`config.mk`:
```
export PLATFORM = sky130hd
export DESIGN_NAME = riscv_hzrd_unit
export DESIGN_NICKNAME = d
export VERILOG_FILES = /design/src/rtl/riscv_hzrd_pkg.sv /design/src/rtl/riscv_hzrd_unit_fwd.sv /design/src/rtl/riscv_hzrd_unit.sv
export SDC_FILE = /design/constraint.sdc
export NUM_CORES = 1
export LEC_CHECK = 0
export ABC_CLOCK_PERIOD_IN_PS = 7700
export CORE_ASPECT_RATIO = 0.7
export CORE_UTILIZATION = 50
export CTS_CLUSTER_SIZE = 40
export DETAILED_ROUTE_END_ITERATION = 12
export GPL_ROUTABILITY_DRIVEN = 0
export MAX_ROUTING_LAYER = met4
export PLACE_DENSITY = 0.88
export SETUP_SLACK_MARGIN = 0.02
export SYNTH_ARGS = -nofsm -noshare
export SYNTH_HDL_FRONTEND = slang
export SYNTH_HIERARCHICAL = 1
export SYNTH_SLANG_ARGS = --single-unit
```
`constraint.sdc`:
```
create_clock -name i_riscv_hzrd_clk -period 7.7 [get_ports i_riscv_hzrd_clk]
set_input_delay 2.31 -clock i_riscv_hzrd_clk [delete_from_list [all_inputs] [get_ports i_riscv_hzrd_clk]]
set_output_delay 2.31 -clock i_riscv_hzrd_clk [all_outputs]
set_load 0.02 [all_outputs]
```
`src/rtl/riscv_hzrd_pkg.sv`:
```
// Shared types and constants for the RV64 hazard / pipeline-control unit.
package riscv_hzrd_pkg;

  localparam int unsigned REG_AW = 5;
  localparam int unsigned FWD_W  = 2;

  // Mul/div tracking FSM states
  typedef enum logic {
    ST_IDLE    = 1'b0,
    ST_MD_BUSY = 1'b1
  } md_state_e;

  typedef logic [FWD_W-1:0] fwd_sel_t;

  localparam fwd_sel_t FWD_RF  = 2'b00;
  localparam fwd_sel_t FWD_WB  = 2'b01;
  localparam fwd_sel_t FWD_MEM = 2'b10;

  // Stall/flush controls for the PC and the FD, DE, EM pipeline registers
  typedef struct packed {
    logic stall_pc;
    logic stall_fd;
    logic stall_de;
    logic stall_em;
    logic flush_fd;
    logic flush_de;
    logic flush_em;
  } hzrd_ctrl_t;

  // True when a writer with write enable targets a non-x0 register equal to rs
  function automatic logic reg_hit(input logic              we,
                                   input logic [REG_AW-1:0] rd,
                                   input logic [REG_AW-1:0] rs);
    return we && (rd != '0) && (rd == rs);
  endfunction

endpackage

```
`src/rtl/riscv_hzrd_unit_fwd.sv`:
```
// Operand forwarding comparator for one execute-stage source register.
module riscv_hzrd_unit_fwd
  import riscv_hzrd_pkg::*;
(
  input  logic [REG_AW-1:0] rs_e_i,
  input  logic [REG_AW-1:0] rd_m_i,
  input  logic              regwrite_m_i,
  input  logic [REG_AW-1:0] rd_w_i,
  input  logic              regwrite_w_i,
  output fwd_sel_t          sel_o
);

  // Memory stage holds the younger result, so it wins over writeback
  always_comb begin
    sel_o = FWD_RF;
    if (reg_hit(regwrite_m_i, rd_m_i, rs_e_i)) begin
      sel_o = FWD_MEM;
    end else if (reg_hit(regwrite_w_i, rd_w_i, rs_e_i)) begin
      sel_o = FWD_WB;
    end
  end

endmodule

```
`src/rtl/riscv_hzrd_unit.sv`:
```
// Hazard unit: forwarding selects, load-use / mul-div stalls, flushes,
// mul/div watchdog and a saturating stall-cycle counter.
module riscv_hzrd_unit
  import riscv_hzrd_pkg::*;
#(
  parameter int unsigned MD_MAX_CYCLES = 72,
  parameter int unsigned CNT_W         = 32
) (
  input  logic              i_riscv_hzrd_clk,
  input  logic              i_riscv_hzrd_rst,
  input  logic [REG_AW-1:0] i_riscv_hzrd_rs1addr_d,
  input  logic [REG_AW-1:0] i_riscv_hzrd_rs2addr_d,
  input  logic [REG_AW-1:0] i_riscv_hzrd_rs1addr_e,
  input  logic [REG_AW-1:0] i_riscv_hzrd_rs2addr_e,
  input  logic [REG_AW-1:0] i_riscv_hzrd_rdaddr_e,
  input  logic              i_riscv_hzrd_memread_e,
  input  logic [REG_AW-1:0] i_riscv_hzrd_rdaddr_m,
  input  logic              i_riscv_hzrd_regwrite_m,
  input  logic [REG_AW-1:0] i_riscv_hzrd_rdaddr_w,
  input  logic              i_riscv_hzrd_regwrite_w,
  input  logic              i_riscv_hzrd_mdstart_e,
  input  logic              i_riscv_hzrd_mddone,
  input  logic              i_riscv_hzrd_redirect_e,
  input  logic              i_riscv_hzrd_trap_m,
  input  logic              i_riscv_hzrd_cntclr,
  output logic              o_riscv_hzrd_stall_pc,
  output logic              o_riscv_hzrd_stall_fd,
  output logic              o_riscv_hzrd_stall_de,
  output logic              o_riscv_hzrd_stall_em,
  output logic              o_riscv_hzrd_flush_fd,
  output logic              o_riscv_hzrd_flush_de,
  output logic              o_riscv_hzrd_flush_em,
  output logic [FWD_W-1:0]  o_riscv_hzrd_fwda_sel,
  output logic [FWD_W-1:0]  o_riscv_hzrd_fwdb_sel,
  output logic              o_riscv_hzrd_md_timeout,
  output logic [CNT_W-1:0]  o_riscv_hzrd_stallcnt
);

  localparam int unsigned       MD_CNT_W = $clog2(MD_MAX_CYCLES);
  localparam logic [MD_CNT_W-1:0] MD_LAST = MD_CNT_W'(MD_MAX_CYCLES - 1);

  md_state_e             state_q, state_d;
  logic [MD_CNT_W-1:0]   cnt_q, cnt_d;
  logic                  md_expire_c;
  logic                  mdstall_c;
  logic                  load_use_c;
  logic                  md_timeout_q;
  logic [CNT_W-1:0]      stallcnt_q;
  hzrd_ctrl_t            ctrl_c;
  fwd_sel_t              fwda_c, fwdb_c;

  riscv_hzrd_unit_fwd u_fwd_a (
    .rs_e_i       (i_riscv_hzrd_rs1addr_e),
    .rd_m_i       (i_riscv_hzrd_rdaddr_m),
    .regwrite_m_i (i_riscv_hzrd_regwrite_m),
    .rd_w_i       (i_riscv_hzrd_rdaddr_w),
    .regwrite_w_i (i_riscv_hzrd_regwrite_w),
    .sel_o        (fwda_c)
  );

  riscv_hzrd_unit_fwd u_fwd_b (
    .rs_e_i       (i_riscv_hzrd_rs2addr_e),
    .rd_m_i       (i_riscv_hzrd_rdaddr_m),
    .regwrite_m_i (i_riscv_hzrd_regwrite_m),
    .rd_w_i       (i_riscv_hzrd_rdaddr_w),
    .regwrite_w_i (i_riscv_hzrd_regwrite_w),
    .sel_o        (fwdb_c)
  );

  assign load_use_c = i_riscv_hzrd_memread_e && (i_riscv_hzrd_rdaddr_e != '0) &&
                      ((i_riscv_hzrd_rdaddr_e == i_riscv_hzrd_rs1addr_d) ||
                       (i_riscv_hzrd_rdaddr_e == i_riscv_hzrd_rs2addr_d));

  // FSM state, busy-cycle count and registered watchdog pulse
  always_ff @(posedge i_riscv_hzrd_clk) begin
    if (i_riscv_hzrd_rst) begin
      state_q      <= ST_IDLE;
      cnt_q        <= '0;
      md_timeout_q <= 1'b0;
    end else begin
      state_q      <= state_d;
      cnt_q        <= cnt_d;
      md_timeout_q <= md_expire_c;
    end
  end

  // Next state: a trap abandons any in-flight mul/div without a timeout
  always_comb begin
    state_d     = state_q;
    cnt_d       = cnt_q;
    md_expire_c = 1'b0;
    if (i_riscv_hzrd_trap_m) begin
      state_d = ST_IDLE;
      cnt_d   = '0;
    end else begin
      case (state_q)
        ST_IDLE: begin
          if (i_riscv_hzrd_mdstart_e && !i_riscv_hzrd_mddone) begin
            state_d = ST_MD_BUSY;
            cnt_d   = MD_CNT_W'(1);
          end
        end
        ST_MD_BUSY: begin
          if (i_riscv_hzrd_mddone) begin
            state_d = ST_IDLE;
            cnt_d   = '0;
          end else if (cnt_q < MD_LAST) begin
            cnt_d = cnt_q + MD_CNT_W'(1);
          end else begin
            state_d     = ST_IDLE;
            cnt_d       = '0;
            md_expire_c = 1'b1;
          end
        end
        default: begin
          state_d = ST_IDLE;
          cnt_d   = '0;
        end
      endcase
    end
  end

  // FSM output plus prioritised stall/flush resolution
  always_comb begin
    mdstall_c = 1'b0;
    ctrl_c    = '0;
    case (state_q)
      ST_IDLE:    mdstall_c = i_riscv_hzrd_mdstart_e && !i_riscv_hzrd_mddone;
      ST_MD_BUSY: mdstall_c = !i_riscv_hzrd_mddone && (cnt_q < MD_LAST);
      default:    mdstall_c = 1'b0;
    endcase
    if (i_riscv_hzrd_rst || i_riscv_hzrd_trap_m) begin
      ctrl_c.flush_fd = 1'b1;
      ctrl_c.flush_de = 1'b1;
      ctrl_c.flush_em = 1'b1;
    end else if (mdstall_c) begin
      ctrl_c.stall_pc = 1'b1;
      ctrl_c.stall_fd = 1'b1;
      ctrl_c.stall_de = 1'b1;
      ctrl_c.stall_em = 1'b1;
      ctrl_c.flush_em = 1'b1;
    end else if (i_riscv_hzrd_redirect_e) begin
      ctrl_c.flush_fd = 1'b1;
      ctrl_c.flush_de = 1'b1;
    end else if (load_use_c) begin
      ctrl_c.stall_pc = 1'b1;
      ctrl_c.stall_fd = 1'b1;
      ctrl_c.flush_de = 1'b1;
    end
  end

  // Saturating count of cycles with the FD register held
  always_ff @(posedge i_riscv_hzrd_clk) begin
    if (i_riscv_hzrd_rst || i_riscv_hzrd_cntclr) begin
      stallcnt_q <= '0;
    end else if (ctrl_c.stall_fd && (stallcnt_q != {CNT_W{1'b1}})) begin
      stallcnt_q <= stallcnt_q + CNT_W'(1);
    end
  end

  assign o_riscv_hzrd_stall_pc   = ctrl_c.stall_pc;
  assign o_riscv_hzrd_stall_fd   = ctrl_c.stall_fd;
  assign o_riscv_hzrd_stall_de   = ctrl_c.stall_de;
  assign o_riscv_hzrd_stall_em   = ctrl_c.stall_em;
  assign o_riscv_hzrd_flush_fd   = ctrl_c.flush_fd;
  assign o_riscv_hzrd_flush_de   = ctrl_c.flush_de;
  assign o_riscv_hzrd_flush_em   = ctrl_c.flush_em;
  assign o_riscv_hzrd_fwda_sel   = i_riscv_hzrd_rst ? FWD_RF : fwda_c;
  assign o_riscv_hzrd_fwdb_sel   = i_riscv_hzrd_rst ? FWD_RF : fwdb_c;
  assign o_riscv_hzrd_md_timeout = md_timeout_q;
  assign o_riscv_hzrd_stallcnt   = stallcnt_q;

endmodule
```
==> metrics.md <==
| Metric | Value |
|---|---|
| Die Footprint | about 5600 um2 |
| I/O pin total | 89 |
| DR vias | ~2900 |
| Reg2reg start | o_riscv_hzrd_stallcnt[0] |
| Areal power density over the cells | between 100 and 150 nW/um2 |
| Insertion delay to the later sink of the worst-skew pair | around 0.3 ns |
| Quantity of I/O buffers inserted on ports | just under 90 |
| Top Metal Used | met4 |
| Worst min-delay path class | reg2reg |
| Combinational family with the most area after synthesis | simple AND/OR/NAND/NOR gates |
| Met3 Wirelength | ~400 um |
| TritonCTS Buffers | 5 |
| 1st-pass router iterations | 4 |
| First-pass GRT wire length | 11.7 mm |
| Final setup violation count | 0 |
| Hold Path Cell Cnt | 2 |
| Slew Limit Headroom | about 46% |
| Drt wl/cell | about 15 um |
| Clock-pin slew on the worst setup and hold paths | 0.07 ns |
| Power consumption | 0.000451 W |
| Flops & latches, synth | 41 |
| Number of nets in the final layout | ~460 |
| Starting utilization of the core area | between 50 and 60% |
| Arithmetic-cell share of the synthesized area counting full adders, half adders and majority gates | less than 1% |
| Post-synthesis compound-gate area fraction | 23.1% |
| Count of synthesis-stage warnings from yosys | 6 |
| Most used DFF post-synth | sky130_fd_sc_hd__dfxtp_1 |
| Leakage | between 1 and 1.5 nW |
| Area growth from synthesis to layout | 37.6% |
| Clock Sink Count | between 40 and 50 |
| Capture instance of the worst register-to-register path | o_riscv_hzrd_stallcnt[31] |
| Layout cells sized above 1 | under 10% |
| Worst R2R Setup Slack | 5.00 ns |
| Pin count of the biggest net entering global routing | 64 |
| Post-CTS sizing | 0 |
| Count of mapped cells out of synthesis | approximately 340 |
| Maximum frequency from static timing analysis | ~150 MHz |
| Estimated wirelength of the detail-placed design | about 5.4 mm |
| TritonCTS clock tree | yes |
| Mux contribution to synthesized area | 0% |
| Cell taking the most area after synthesis | sky130_fd_sc_hd__dfxtp_1 |
| Core box area | 4910 um2 |
| Antenna diode count | 0 |
| Vias in the first global route | approximately 2700 |
| Main area contributors after synthesis | sky130_fd_sc_hd__dfxtp_1 31%, sky130_fd_sc_hd__a21oi_1 6.8%, sky130_fd_sc_hd__xnor2_1 6.6%, sky130_fd_sc_hd__or3_1 4.5%, sky130_fd_sc_hd__nand3_1 4.2% |
| Net Count, Synth | 382 |
| Count of maximum capacitance violations | 0 |
| Iteration-0 DRC count of the detailed router | between 150 and 200 |
| Basic-gate share of the synthesized area counting and, or, nand and nor cells | 32.2% |
| Mean post-synth cell area | just under 8 um2 |
| Clock tree root buffer cell | sky130_fd_sc_hd__clkbuf_8 |
| Met2 WL | ~3.4 mm |
| Setup repair after global routing missed its margin | false |
| Slew @ Worst Pin | 0.807 ns |
| Worst-path maximum fanout | 8 |
| Worst Setup Start Kind | input pin |
| Final standard cell utilization of the core | between 70 and 80% |
| Maximum clock path buffer count | 2 |
| Hold Buf Count CTS | 0 |
| Post-synth design cell area | between 2000 and 3000 um2 |
| Number of routed nets with antenna violations | 0 |
| Fraction of the cycle the final worst path needs | approximately 87% |
| Clock Skews | between 0.008 and 0.009 ns |
| Standard-cell row count | 21 |
| Result of the run | finished, final reports clean |
| CP Capture Type | output port |
| Fraction of post-synthesis cell area in the top cell type by area | a little under a third |
| Arrival time of data at the critical path endpoint | about 4.4 ns |
| Final-report max-slew violation count | 0 |
| Mean number of vias per cell | ~6.0 |
| Final critical delay including setup and external delays | between 6 and 7 ns |
| Y dimension of the die | around 63 um |
| Worst hold path startpoint | o_riscv_hzrd_stallcnt[20] |
| Fraction of synthesized cell area in xor and xnor cells | 8.63% |
| Number of distinct standard cells referenced by the synthesized netlist | 49 |
| Count of flip-flops with a built-in enable after synthesis | 0 |
| Sink of the worst hold path | o_riscv_hzrd_stallcnt[20] |
| H-tree depth | 2 |
| Async SR Flop Fraction | 0% |
| Part of the Yosys area used for sequential elements | around 31% |
| CP Data Required Time | around 5.4 ns |
| Post-route met1 wirelength | around 3.2 mm |
| Register-to-Register Path Depth | 7 |
| Total Wirelength | between 7 and 8 mm |
| Class of the most critical setup path | in2out |
| Worst VDD drop | 0.0800 mV |
| Library cell with the highest instance count after synthesis | sky130_fd_sc_hd__dfxtp_1 |
| Commonest cells post-synth | 41 x sky130_fd_sc_hd__dfxtp_1, 36 x sky130_fd_sc_hd__a21oi_1, 26 x sky130_fd_sc_hd__nand2_1, 22 x sky130_fd_sc_hd__nand3_1, 20 x sky130_fd_sc_hd__xnor2_1 |
| GRT Total Usage | 27.3% |
| Width of the die | 88.9 um |
| Hold Vio Cnt, Final | 0 |
| Post-CTS repair timing setup buffer count | 0 |
| Antenna violations before repair | 0 |
| Total Negative Setup Slacks | 0 ns |
| Total gr overflow | 0 |
| Number of remaining DRC errors | 0 |
layout by cell type, fill, tap and decap left out, drive strengths merged, types with 15 or more instances in the layout:
cell and n:
nand3 22, clkdlybuf4s50 88, nor2 16, xnor2 20, o21ai 23, dfxtp 41, nand4 15, or3 19
nand2 26, a21oi 38
critical path, cell delays in order:
cell and delay [ns]:
sky130_fd_sc_hd__clkdlybuf4s50_1 0.52, sky130_fd_sc_hd__nor3_1 0.35, sky130_fd_sc_hd__o21ai_1 0.22, sky130_fd_sc_hd__a21oi_4 0.24, sky130_fd_sc_hd__a21oi_4 0.06, sky130_fd_sc_hd__inv_2 0.08, sky130_fd_sc_hd__clkdlybuf4s50_1 0.60
worst max-delay path by stage:
stage / slack (ns) / endpoint / cells after the start / from
after floorplan: 1.63 / o_riscv_hzrd_stall_pc / 7 / i_riscv_hzrd_rdaddr_e[1]
after global placement: 1.04 / o_riscv_hzrd_stall_fd / 7 / i_riscv_hzrd_rdaddr_e[1]
after detailed placement: 1.01 / o_riscv_hzrd_stall_pc / 7 / i_riscv_hzrd_rdaddr_e[1]
after CTS: 1.01 / o_riscv_hzrd_stall_pc / 7 / i_riscv_hzrd_rdaddr_e[1]
after global routing: 0.87 / o_riscv_hzrd_flush_de / 5 / i_riscv_hzrd_rst
final: 1.00 / o_riscv_hzrd_stall_pc / 7 / i_riscv_hzrd_rst
layout make-up:
| type | count | area (um2) |
|---|---|---|
| multi-input cells | 271 | 1710 |
| fillers | 384 | 1280 |
| repair buffers | 89 | 888 |
| flip-flops and latches | 41 | 821 |
| well taps | 69 | 86.3 |
| clock buffers | 5 | 68.8 |
| clock inverters | 2 | 35.0 |
| inverters | 6 | 22.5 |
per-layer routing:
metal  vias to the layer above  global-route usage (%)
met3                        16                    4.10
met5                         -                       -
li1                       1408                       -
met2                       103                    46.1
met4                         0                    9.68
met1                      1362                    33.0
cells by family (layout without fill, tap and decap cells):
group / count (synthesis) / after routing
compound gates: 93 / 93
buf+inv: 23 / 102
simple gates: 150 / 150
fa+ha+maj: 2 / 2
xor+xnor: 26 / 26
flops: 41 / 41
flip-flops by register name, indices dropped and copies added, names as in the netlist:
name / count
cnt_q: 7
o_riscv_hzrd_md_timeout: 1
o_riscv_hzrd_stallcnt: 32
state_q: 1
report_power, final:
part / internal, W / switching (W) / total (W)
combinational: 0.0000373 / 0.0000326 / 0.0000699
sequential: 0.000212 / 0.000000858 / 0.000213
clock: 0.0000942 / 0.0000741 / 0.000168
total: 0.000344 / 0.000108 / 0.000451
per-stage QoR:
step / area [um2] / worst slack, ns / std cells / hold WS, ns
final: 3630 / 1.00 / 483 / 0.508
after global routing: 3630 / 0.868 / 483 / 0.550
after CTS: 3630 / 1.01 / 483 / 0.505
after detailed placement: 3530 / 1.01 / 476 / 0.495
after global placement: 3530 / 1.04 / 476 / 0.486
after floorplan: 2640 / 1.63 / 335 / 0.474
Power figures use the tool's default switching activity.
